==> src/rtl/pmod_pkg.sv <==
// Shared types and constants for the PMOD serial receive / BCD conversion path.
package pmod_pkg;

   typedef enum logic [2:0] {
      StIdle    = 3'd0,
      StStart   = 3'd1,
      StData    = 3'd2,
      StStop    = 3'd3,
      StConvert = 3'd4,
      StDone    = 3'd5,
      StParity  = 3'd6
   } state_e;

   // 25 MHz / 115200 baud
   localparam int unsigned ClksPerBitDefault = 217;
   localparam int unsigned BcdW              = 4;
   localparam int unsigned BcdScratchW       = 3 * BcdW;

   function automatic logic [BcdW-1:0] dabble_adj(input logic [BcdW-1:0] digit);
      return (digit >= BcdW'(5)) ? digit + BcdW'(3) : digit;
   endfunction

endpackage

==> src/rtl/bin2bcd_seq.sv <==
// Sequential double-dabble: one iteration per clock, DATA_BITS iterations after a start strobe.
module bin2bcd_seq
   import pmod_pkg::*;
#(
   parameter int unsigned DATA_BITS = 8
) (
   input  logic                 clk,
   input  logic                 rst_n,
   input  logic                 start,
   input  logic [DATA_BITS-1:0] bin,
   output logic [BcdW-1:0]      hund,
   output logic [BcdW-1:0]      tens,
   output logic [BcdW-1:0]      ones,
   output logic                 done
);

   localparam int unsigned IterW = $clog2(DATA_BITS);
   localparam logic [IterW-1:0] IterLast = IterW'(DATA_BITS - 1);

   logic [DATA_BITS-1:0]   bin_q, bin_d;
   logic [BcdScratchW-1:0] bcd_q, bcd_d;
   logic [BcdScratchW-1:0] bcd_adj;
   logic [IterW-1:0]       iter_q, iter_d;
   logic                   busy_q, busy_d;

   always_comb begin
      bin_d   = bin_q;
      bcd_d   = bcd_q;
      iter_d  = iter_q;
      busy_d  = busy_q;
      bcd_adj = {dabble_adj(bcd_q[3*BcdW-1:2*BcdW]),
                 dabble_adj(bcd_q[2*BcdW-1:BcdW]),
                 dabble_adj(bcd_q[BcdW-1:0])};
      // Asserted during the final iteration; digits are settled the following cycle.
      done    = busy_q && (iter_q == IterLast);

      if (start) begin
         bin_d  = bin;
         bcd_d  = '0;
         iter_d = '0;
         busy_d = 1'b1;
      end else if (busy_q) begin
         bcd_d  = {bcd_adj[BcdScratchW-2:0], bin_q[DATA_BITS-1]};
         bin_d  = {bin_q[DATA_BITS-2:0], 1'b0};
         iter_d = iter_q + IterW'(1);
         if (done) begin
            busy_d = 1'b0;
         end
      end
   end

   always_ff @(posedge clk or negedge rst_n) begin
      if (!rst_n) begin
         bin_q  <= '0;
         bcd_q  <= '0;
         iter_q <= '0;
         busy_q <= 1'b0;
      end else begin
         bin_q  <= bin_d;
         bcd_q  <= bcd_d;
         iter_q <= iter_d;
         busy_q <= busy_d;
      end
   end

   assign hund = bcd_q[3*BcdW-1:2*BcdW];
   assign tens = bcd_q[2*BcdW-1:BcdW];
   assign ones = bcd_q[BcdW-1:0];

endmodule

==> src/rtl/pmod_rx_bcd_ctrl.sv <==
// Framed serial receiver for io_PMOD_1 feeding a sequential binary-to-BCD converter.
// Optional parity stage enabled by defining PMOD_RX_PARITY_EN.
module pmod_rx_bcd_ctrl
   import pmod_pkg::*;
#(
   parameter int unsigned CLKS_PER_BIT = ClksPerBitDefault,
   parameter int unsigned DATA_BITS    = 8
) (
   input  logic                 i_Clk,
   input  logic                 i_Rst_n,
   input  logic                 i_Rx,
   output logic [DATA_BITS-1:0] o_Byte,
   output logic [BcdW-1:0]      o_Bcd_Hund,
   output logic [BcdW-1:0]      o_Bcd_Tens,
   output logic [BcdW-1:0]      o_Bcd_Ones,
   output logic                 o_Valid,
   output logic                 o_Frame_Err,
   output logic                 o_Busy
);

   localparam int unsigned ClkCntW = $clog2(CLKS_PER_BIT);
   localparam int unsigned BitCntW = $clog2(DATA_BITS);
   localparam logic [ClkCntW-1:0] HalfLast = ClkCntW'(CLKS_PER_BIT / 2 - 1);
   localparam logic [ClkCntW-1:0] BitLast  = ClkCntW'(CLKS_PER_BIT - 1);
   localparam logic [BitCntW-1:0] DataLast = BitCntW'(DATA_BITS - 1);

   logic                 rx_meta, rx_s;
   state_e               state_q, state_d;
   logic [ClkCntW-1:0]   clk_cnt_q, clk_cnt_d;
   logic [BitCntW-1:0]   bit_cnt_q, bit_cnt_d;
   logic [DATA_BITS-1:0] shift_q, shift_d;
   logic [DATA_BITS-1:0] byte_q, byte_d;
   logic [BcdW-1:0]      hund_q, hund_d, tens_q, tens_d, ones_q, ones_d;
   logic                 valid_q, valid_d;
   logic                 ferr_q, ferr_d;
   logic                 conv_start, conv_done;
   logic [BcdW-1:0]      conv_hund, conv_tens, conv_ones;

   // Preset high so reset looks like an idle line rather than a start bit.
   always_ff @(posedge i_Clk or negedge i_Rst_n) begin
      if (!i_Rst_n) begin
         rx_meta <= 1'b1;
         rx_s    <= 1'b1;
      end else begin
         rx_meta <= i_Rx;
         rx_s    <= rx_meta;
      end
   end

   bin2bcd_seq #(
      .DATA_BITS (DATA_BITS)
   ) u_bin2bcd (
      .clk   (i_Clk),
      .rst_n (i_Rst_n),
      .start (conv_start),
      .bin   (shift_q),
      .hund  (conv_hund),
      .tens  (conv_tens),
      .ones  (conv_ones),
      .done  (conv_done)
   );

   always_comb begin
      state_d    = state_q;
      clk_cnt_d  = clk_cnt_q;
      bit_cnt_d  = bit_cnt_q;
      shift_d    = shift_q;
      byte_d     = byte_q;
      hund_d     = hund_q;
      tens_d     = tens_q;
      ones_d     = ones_q;
      valid_d    = 1'b0;
      ferr_d     = 1'b0;
      conv_start = 1'b0;

      unique case (state_q)
         StIdle: begin
            if (!rx_s) begin
               state_d   = StStart;
               clk_cnt_d = '0;
               bit_cnt_d = '0;
            end
         end

         StStart: begin
            if (clk_cnt_q == HalfLast) begin
               clk_cnt_d = '0;
               state_d   = rx_s ? StIdle : StData;
            end else begin
               clk_cnt_d = clk_cnt_q + ClkCntW'(1);
            end
         end

         StData: begin
            if (clk_cnt_q == BitLast) begin
               clk_cnt_d = '0;
               // Shifting in from the top leaves bit k at index k after all samples.
               shift_d   = {rx_s, shift_q[DATA_BITS-1:1]};
               bit_cnt_d = bit_cnt_q + BitCntW'(1);
               if (bit_cnt_q == DataLast) begin
`ifdef PMOD_RX_PARITY_EN
                  state_d = StParity;
`else
                  state_d = StStop;
`endif
               end
            end else begin
               clk_cnt_d = clk_cnt_q + ClkCntW'(1);
            end
         end

`ifdef PMOD_RX_PARITY_EN
         StParity: begin
            if (clk_cnt_q == BitLast) begin
               clk_cnt_d = '0;
               if (^{shift_q, rx_s}) begin
                  ferr_d  = 1'b1;
                  state_d = StIdle;
               end else begin
                  state_d = StStop;
               end
            end else begin
               clk_cnt_d = clk_cnt_q + ClkCntW'(1);
            end
         end
`endif

         StStop: begin
            if (clk_cnt_q == BitLast) begin
               clk_cnt_d = '0;
               if (rx_s) begin
                  conv_start = 1'b1;
                  state_d    = StConvert;
               end else begin
                  ferr_d  = 1'b1;
                  state_d = StIdle;
               end
            end else begin
               clk_cnt_d = clk_cnt_q + ClkCntW'(1);
            end
         end

         StConvert: begin
            if (conv_done) begin
               state_d = StDone;
            end
         end

         StDone: begin
            byte_d  = shift_q;
            hund_d  = conv_hund;
            tens_d  = conv_tens;
            ones_d  = conv_ones;
            valid_d = 1'b1;
            state_d = StIdle;
         end

         default: begin
            state_d = StIdle;
         end
      endcase
   end

   always_ff @(posedge i_Clk or negedge i_Rst_n) begin
      if (!i_Rst_n) begin
         state_q   <= StIdle;
         clk_cnt_q <= '0;
         bit_cnt_q <= '0;
         shift_q   <= '0;
         byte_q    <= '0;
         hund_q    <= '0;
         tens_q    <= '0;
         ones_q    <= '0;
         valid_q   <= 1'b0;
         ferr_q    <= 1'b0;
      end else begin
         state_q   <= state_d;
         clk_cnt_q <= clk_cnt_d;
         bit_cnt_q <= bit_cnt_d;
         shift_q   <= shift_d;
         byte_q    <= byte_d;
         hund_q    <= hund_d;
         tens_q    <= tens_d;
         ones_q    <= ones_d;
         valid_q   <= valid_d;
         ferr_q    <= ferr_d;
      end
   end

   assign o_Byte      = byte_q;
   assign o_Bcd_Hund  = hund_q;
   assign o_Bcd_Tens  = tens_q;
   assign o_Bcd_Ones  = ones_q;
   assign o_Valid     = valid_q;
   assign o_Frame_Err = ferr_q;
   assign o_Busy      = (state_q != StIdle);

endmodule
==> config.mk <==
export PLATFORM = sky130hd
export DESIGN_NAME = pmod_rx_bcd_ctrl
export DESIGN_NICKNAME = d
export VERILOG_FILES = /design/src/rtl/pmod_pkg.sv /design/src/rtl/bin2bcd_seq.sv /design/src/rtl/pmod_rx_bcd_ctrl.sv
export SDC_FILE = /design/constraint.sdc
export NUM_CORES = 1
export LEC_CHECK = 0
export CELL_PAD_IN_SITES_DETAIL_PLACEMENT = 1
export CELL_PAD_IN_SITES_GLOBAL_PLACEMENT = 1
export CORE_MARGIN = 2
export CORE_UTILIZATION = 49
export CTS_CLUSTER_DIAMETER = 40
export DETAILED_ROUTE_END_ITERATION = 16
export PLACE_DENSITY_LB_ADDON = 0.08
export SYNTH_ARGS = -nofsm -noshare
export SYNTH_HDL_FRONTEND = slang
export SYNTH_SLANG_ARGS = --single-unit
==> constraint.sdc <==
create_clock -name i_Clk -period 3.9 [get_ports i_Clk]
set_input_delay 1.17 -clock i_Clk [delete_from_list [all_inputs] [get_ports i_Clk]]
set_output_delay 1.17 -clock i_Clk [all_outputs]
set_load 0.005 [all_outputs]
==> results of run 1 <==
## cells by family (layout without fill, tap and decap cells)
kind of cell,after synthesis,count (layout),share of synthesized area [%]
xor+xnor,4,4,1.09
compound gates,60,60,10.8
flops,70,70,54.5
simple gates,107,107,15.4
mux,32,32,10.7
buf+inv,24,55,2.80
fa+ha+maj,12,12,4.67
## cell type report
class,count,share of cell area [%]
Sequential cell,70,46.6
Multi-Input combinational cell,215,36.5
Clock inverter,6,2.29
Tap cell,77,2.56
Inverter,10,0.998
Clock buffer,10,3.39
Timing Repair Buffer,29,7.65
## sequential cells by signal, indices dropped and copies added (netlist names)
| name | count |
|---|---|
| u_bin2bcd.bcd_q | 12 |
| clk_cnt_q | 8 |
| o_Byte | 8 |
| shift_q | 8 |
| u_bin2bcd.bin_q | 8 |
| o_Bcd_Hund | 4 |
| o_Bcd_Ones | 4 |
| o_Bcd_Tens | 4 |
| bit_cnt_q | 3 |
| state_q | 3 |
| u_bin2bcd.iter_q | 3 |
| o_Frame_Err | 1 |
| o_Valid | 1 |
| rx_meta | 1 |
| rx_s | 1 |
| u_bin2bcd.busy_q | 1 |
## metrics by stage
stage / worst slack (ps) / instance area [um2] / power, uW / std cells
6_report: 1040 / 3760 / 1380 / 417
3_5_place_dp: 1420 / 3550 / 761 / 401
5_1_grt: 953 / 3760 / 1430 / 417
4_1_cts: 1020 / 3760 / 1400 / 417
3_3_place_gp: 1420 / 3550 / 761 / 401
2_1_floorplan: 1780 / 3220 / 743 / 309
## worst paths after layout
check                             start            endpoint  slack, ps  depth (start not counted)
setup / recovery             state_q[2]              o_Busy       1040                          2
hold / removal                  rx_meta                rx_s        360                          0
setup reg to reg           clk_cnt_q[0]          state_q[0]       1450                          7
hold reg to reg                 rx_meta                rx_s        360                          0
max in group asynchronous       i_Rst_n             rx_meta       2270                          2
min in group asynchronous       i_Rst_n  u_bin2bcd.bcd_q[6]        910                          1
## power by group
part           internal, uW  switching [uW]  leakage, uW
clock                   360             277     0.000107
combinational          3.39            13.9     0.000731
sequential              727            1.27     0.000957
## critical path, cell delays in order, from the launching register on
cell,delay [ps]
dfrtp_1,500
or3_1,410
clkdlybuf4s50_1,450
## layer usage
metal	share of wire (%)	up-vias
met5	0	-
met4	1.5	0
met3	2.0	8
met2	47	26
met1	49	1136
li1	-	1116
## placed cells by master (no fill, tap or decap), types with 3 or more instances in the layout
| cell type | count |
|---|---|
| and3_1 | 3 |
| clkdlybuf4s50_1 | 24 |
| mux2i_1 | 17 |
| nand2_1 | 51 |
| o21ai_0 | 23 |
| inv_1 | 9 |
| dfrtp_1 | 68 |
| a31oi_1 | 4 |
| a21o_1 | 3 |
| nand3_1 | 10 |
| ha_1 | 12 |
| nor2_1 | 21 |
| nand2b_1 | 7 |
| a211oi_1 | 3 |
| mux2_2 | 14 |
| clkbuf_8 | 9 |
| a21oi_1 | 17 |
| buf_4 | 3 |
| nor3_1 | 3 |
| xnor2_1 | 4 |
| a22o_1 | 3 |
==> impl_results.md, run 1 <==
* Outcome: finished, final reports clean
* Final core occ at 59.3%
* Largest net degree at the start of global routing at 37
* Post_cts resized at 0
* Row Count at 29
* Clock sink total at 70
* Max Cap Viol at 0
* Seq. cell area at between 0.0015 and 0.002 mm2
* Clock-pin slew on the worst setup and hold paths at 70 ps
* Synth Warn # at 0
* Vias per cell at 5.48
* Vias in the first global route at around 2300
* Cts hold-fix bufs at 0
* Max rail drop VDD at 0.000298 V
* DR WL/cell at 15.0 um
* Rel. slew slack at 47.6%
* Clock Tree Buf Depth at 2
* Crit path DAT at 1690 ps
* Fmax at about 0.35 GHz
* Most common cell in the netlist: dfrtp_1
* Yosys top cell area share at between 50% and 60%
* Leakage at 0.00179 uW
* Syn_nets at 324
* Worst hold path class: flop to flop
* Pwr Density at ~370 mW/mm2
* First-pass GRT wire length at 11.2 mm
* Layout cell share with drive strength beyond 1 at 11.5%
* Post-synth top area cell: dfrtp_1
* Number of flops mapped to enable cells by yosys at 0
* Area of the core at 0.00635 mm2
* GRT Residual Overflow at 0
* Nets at 350
* Max-slew violations at 0
* Multi-input logic area at about 0.0014 mm2
* CTS tree: done
* Synth Cell Area at 0.00322 mm2
* Top-Level Pins at 26
* Worst Path Required at around 2700 ps
* H-Tree Level Count at 3
* Setup CP Type: flop to output pin
* Synth area leaders: dfrtp_1, nand2_1, mux2i_1
* Critical Path Start Type: flop
* Unrepaired setup endpoints after global routing: no
* Remaining antenna violation count at 0
* Antenna violations before repair at 0
* Share of flip-flops with an asynchronous set or reset at 100%
* Most frequent cells after synthesis: dfrtp_1, nand2_1, o21ai_0, nor2_1
* Iter 0 DRT Violations at between 100 and 150
* Syn Inst Count at 309
* Grt peak-use layer: met2
* Final WL at roughly 6.3 mm
* Met2 GRT Util at 30.1%
* Final Cycle Share at 73.4%
* FF+latch count, synth at 70
* Met3 usage at 3.70%
* Syn_area_per_cell at 10.4 um2
* Routed vias at roughly 2300
* Setup bufs post-CTS at 0
* Die height at around 85 um
* Crit-path max FO at 12
* Skew-Pair Late Insertion Delay at about 340 ps
* Library cells used by synthesis at 40
* Root cell of the clock tree: clkbuf_8
* PortBufs at 25
* WHS at roughly 360 ps
* Slew at the pin with the worst max-slew slack at 786 ps
* Final setup violation count at 0
* TNS Setup at 0 ps
* 1st-pass router iterations at 4
* Fill count at 694
* Synth Flop Type: dfrtp_1
* Crit. End Element: output pin
* Clk_skew at 9.55 ps
* Final min period at 2860 ps
* Starting Density at 50.7%
* RePlAce Congestion at 0.808
* Remaining DRCs at 0
* M1 GR Usage at 26.6%
* Global Route Usage Sum at 19.4%
* Total CTS buffers at 9
* Die width at 85.0 um
* Die Area at 0.00723 mm2
* Ant. Diodes at 0
* Hpwl dp at 4.19 mm
* Final hold viol count at 0
* Area grow syn2layout at 17.0%
* Sequential area share after synthesis at 54.5%
No activity file was read; power rests on OpenSTA's default activity.
==> inputs of run 2 (changes only) <==
- CORE_UTILIZATION: 49 -> 45
- clock period: 3.9 -> 2.8 ns (I/O delays scaled with it)
==> run 2 against run 1 <==
Global-route usage down 1.1 points; clock skew is 2.2 ps lower; final area is 0.33% lower; largest cell class unchanged; highest routed layer unchanged.
==> impl_results.md, run 2 (same netlist as run 1, synthesis figures left out) <==
* Starting Density at 46.8%
* Area grow syn2layout at 16.6%
* Crit path largest cell delay at 490 ps
* Root cell of the clock tree: clkbuf_8
* Final Cycle Share at between 90 and 100%
* Iter 0 DRT Violations at 96
* Vias in the first global route at 2284
* Final setup violation count at 0
* CTS tree: done
* Row Count at 30
* Critical Path Start Type: flop
* Cts hold-fix bufs at 0
* Largest Register: u_bin2bcd.bcd_q
* Worst hold path class: flop to flop
* Die height at 88.6 um
* Non-Filler Instances at 437
* Max FFs per register at 12
* Commonest non-fill, non-tap cells in the layout: dfrtp_1, nand2_1, clkdlybuf4s50_1, o21ai_0, nor2_1
* Unrepaired setup endpoints after global routing: no
* DR WL/cell at approximately 15 um
* Antenna violations before repair at 0
* Max-slew violations at 0
* Die Area at 0.00784 mm2
* Skew-Pair Late Insertion Delay at approximately 340 ps
* Worst path cell trace: or3_1 -> clkdlybuf4s50_1
* PortBufs at 25
* Hold_sp: rx_meta
* Total CTS buffers at 9
* Outcome: finished, final reports clean
* Crit Reg-Reg Endpoint: state_q[0]
* Post_cts resized at 0
* Final min period at 2530 ps
* Fmax at 0.395 GHz
* Most common cell after layout, fill and taps aside: dfrtp_1
* Worst Reg-to-Reg Cells at 7
* Clock-pin slew on the worst setup and hold paths at 70 ps
* Worst Slack Setup Final at 270 ps
* Pwr Density at 463 mW/mm2
* Final hold viol count at 0
* Slowest cell on the critical path: dfrtp_1
* Clk_skew at 7.33 ps
* Crit-path max FO at 12
* Post-placement cell count at 422
* Uppermost layer routed: met4
* Clock sink total at 70
* Die width at a little under 90 um
* Global Route Usage Sum at a little under a fifth
* Area of the core at 0.00687 mm2
* Final instance area at 0.00375 mm2
* Overall power at 1740 uW
* Remaining antenna violation count at 0
* Max rail drop VDD at 0.000264 V
* Worst Path Required at 1960 ps
* Ant. Diodes at 0
* Hold Crit Endpoint: rx_s
* Crit. End Element: output pin
* First-pass GRT wire length at around 11 mm
* TNS Setup at 0 ps
* 1st-pass router iterations at 4
* Routed met1 length at 3.11 mm
* Remaining DRCs at 0
* H-Tree Level Count at 3
* Worst reg2reg path startpoint: clk_cnt_q[0]
* Met2 WL at 3.00 mm
* Crit path DAT at 1690 ps
* Routed vias at 2311
* GRT Residual Overflow at 0
* Rel. slew slack at 57.9%
* Nets at between 300 and 400
* Worst hold stages at 0
* Leakage at approximately 0.0018 uW
* Setup bufs post-CTS at 0
* Layout cell share with drive strength beyond 1 at around an eighth
* Hpwl dp at 4.47 mm
* Placed Area at 0.00359 mm2
* Setup slack, reg-to-reg at 560 ps
* Top-Level Pins at 26
* Clock Tree Buf Depth at 2
* Slew at the pin with the worst max-slew slack at 632 ps
* Setup WS pre-CTS at between 500 and 600 ps
* Setup CP Type: flop to output pin
* Vias per cell at between 5 and 6
* Max Cap Viol at 0
* Largest net degree at the start of global routing at 43
* RePlAce Congestion at 0.810
* Met3 WL at 126 um
* Final WL at 6.37 mm
==> run 2: where the power goes <==
group	switching (uW)	internal (uW)	leakage [uW]	total [uW]
logic	20.0	5.65	0.000740	25.7
clock network	383	314	0.0000813	697
registers	1.81	1010	0.000957	1010
==> run 2: critical path, delay by kind of cell, from the launching register on <==
| kind | cells | cell delay, ps |
|---|---|---|
| flops | 1 | 490 |
| buf+inv | 1 | 450 |
| simple gates | 1 | 410 |
==> run 2: layout make-up <==
cell class,instances,area [um2]
clock buffer,9,124
clock inverter,6,38.8
fill,767,3120
inverter,10,37.5
multi-input combinational,215,1370
sequential,70,1750
tap,96,120
timing repair buffer,31,303
==> run 2: how the worst max path moves through the flow <==
| stage | start | endpoint | slack (ps) |
|---|---|---|---|
| 3_5_place_dp | clk_cnt_q[0] | state_q[0] | 570 |
| 5_1_grt | state_q[2] | o_Busy | 210 |
| 4_1_cts | state_q[2] | o_Busy | 260 |
| 2_1_floorplan | clk_cnt_q[0] | state_q[0] | 680 |
| 6_report | state_q[2] | o_Busy | 270 |
| 3_3_place_gp | clk_cnt_q[0] | state_q[0] | 620 |
==> run 2: per-layer routing <==
| metal | global-route usage [%] | vias up |
|---|---|---|
| met2 | 28.2 | 28 |
| li1 | - | 1128 |
| met5 | 0 | - |
| met1 | 25.2 | 1144 |
| met4 | 8.54 | 0 |
| met3 | 3.17 | 11 |
==> run 2: per-stage QoR <==
step                      utilization [%]  hold WS (ps)
after floorplan                         -           345
after global placement               52.2           346
after detailed placement             52.2           350
after CTS                            54.6           360
after global routing                 54.6           363
final                                54.6           358
==> inputs of run 3 (changes only) <==
- CELL_PAD_IN_SITES_DETAIL_PLACEMENT: 1 -> not set
- CELL_PAD_IN_SITES_GLOBAL_PLACEMENT: 1 -> not set
- CORE_UTILIZATION: 45 -> 57
==> run 3 against run 2 <==
Utilization grew 14 points; setup slack gained 2.4 ps; sequential cell count is the same; power grew 11%; final area grew 0.57%; largest cell class unchanged; die area shrank 20%.
==> impl_results.md, run 3 (same netlist as run 1, synthesis figures left out) <==
* Fill count at roughly 450
* Ant. Diodes at 0
* Worst hold path class: flop to flop
* Largest net degree at the start of global routing at 71
* Die Area at 0.00626 mm2
* Unrepaired setup endpoints after global routing: no
* Final WL at between 5 and 6 mm
* Area of the core at 0.00547 mm2
* 1st-pass router iterations at 4
* Clock sink total at 70
* Layout cell share with drive strength beyond 1 at 12.0%
* Largest Register: u_bin2bcd.bcd_q
* Vias in the first global route at 2158
* Pwr Density at 511 mW/mm2
* PortBufs at 25
* Clock Tree Buf Depth at 2
* Remaining DRCs at 0
* Row Count at 27
* Final hold viol count at 0
* Post-placement cell count at 397
* TNS Setup at 0 ps
* Total CTS buffers at 9
* Rel. slew slack at 61.3%
* Outcome: finished, final reports clean
* Iter 0 DRT Violations at 133
* Global Route Usage Sum at 19.7%
* Vias per cell at 5.39
* Max Cap Viol at 0
* RePlAce Congestion at 0.864
* Crit path DAT at approximately 1700 ps
* Top-Level Pins at 26
* Die width at 79.1 um
* Max FFs per register at 12
* Clock-pin slew on the worst setup and hold paths at around 70 ps
* Leakage at 0.00180 uW
* Antenna violations before repair at 0
* Setup CP Type: flop to output pin
* Hpwl dp at 3.47 mm
* GRT Residual Overflow at 0
* Routed vias at 2226
* First-pass GRT wire length at 9.61 mm
* Crit-path max FO at 12
* Die height at about 79 um
* Remaining antenna violation count at 0
* Non-Filler Instances at 413
* Max-slew violations at 0
* Post_cts resized at 0
* Worst path cell trace: or3_1 -> clkdlybuf4s50_1
* Worst Path Required at 1960 ps
* CTS tree: done
* H-Tree Level Count at 3
* DR WL/cell at 12.9 um
* Setup bufs post-CTS at 0
* Crit. End Element: output pin
* Root cell of the clock tree: clkbuf_8
* Final min period at 2530 ps
* Critical Path Start Type: flop
* Area grow syn2layout at 17.2%
* Skew-Pair Late Insertion Delay at ~350 ps
* Most common cell after layout, fill and taps aside: dfrtp_1
* Cts hold-fix bufs at 0
* Nets at about 350
* Starting Density at between 50% and 60%
* Crit path largest cell delay at 490 ps
* Commonest non-fill, non-tap cells in the layout: dfrtp_1, nand2_1, clkdlybuf4s50_1, o21ai_0, nor2_1
* Fmax at 0.396 GHz
* Clk_skew at 9.59 ps
* Max rail drop VDD at 0.000363 V
* Slew at the pin with the worst max-slew slack at 581 ps
* Final Cycle Share at 90.3%
* Final setup violation count at 0
* Slowest cell on the critical path: dfrtp_1
## run 3: changes by cell type in the layout (fill, tap and decap cells not counted)
cell and change:
buf_4 -1, bufinv_16 +2, clkinv_2 -2, clkinv_4 +1
## run 3: critical path, delay by kind of cell, from the launching register on
kind,cells,cell delay (ps)
buffers and inverters,1,450
AND/OR/NAND/NOR,1,410
flip-flops,1,490
## run 3: where the power goes
group	leakage [uW]	internal [uW]	total, uW	switching, uW
clock network	0.000106	504	890	386
logic	0.000735	4.84	24.0	19.2
registers	0.000957	1010	1010	1.80
## run 3: path summary, 6_finish.rpt
| kind | start | to | slack [ps] | depth (start not counted) |
|---|---|---|---|---|
| min reg2reg | rx_meta | rx_s | 360 | 0 |
| max reg2reg | clk_cnt_q[0] | state_q[0] | 560 | 7 |
| min in group asynchronous | i_Rst_n | o_Bcd_Tens[3] | 510 | 2 |
| min | rx_meta | rx_s | 360 | 0 |
| max in group asynchronous | i_Rst_n | rx_s | 1960 | 2 |
| max | state_q[2] | o_Busy | 270 | 2 |
## run 3: per-stage QoR
step                total power (uW)  hold slack (ps)  cell area [um2]  setup slack [ps]  utilization, %
global route                    2000              368             3770               212            68.9
global placement                1060              346             3550               631            64.9
detailed placement              1060              347             3550               571            64.9
floorplan                       1030              345             3220               679               -
finish                          1930              357             3770               272            68.9
CTS                             1950              358             3770               256            68.9
## run 3: final cells by class
cell class                 instances  area [um2]  area share (%)
sequential                        70        1750            46.5
multi-input combinational        215        1370            36.4
timing repair buffer              30         295            7.83
clock buffer                       9         124            3.28
clock inverter                     7        97.6            2.59
tap                               72        90.1            2.39
inverter                          10        37.5           0.995
## run 3: routing by layer
layer | up-vias | global-route usage [%] | part of all wire [%]
met2 | 28 | 29.9 | 46
li1 | 1123 | - | -
met1 | 1064 | 26.1 | 48
met5 | - | 0 | 0
met3 | 11 | 5.11 | 3.2
met4 | 0 | 10.5 | 2.1
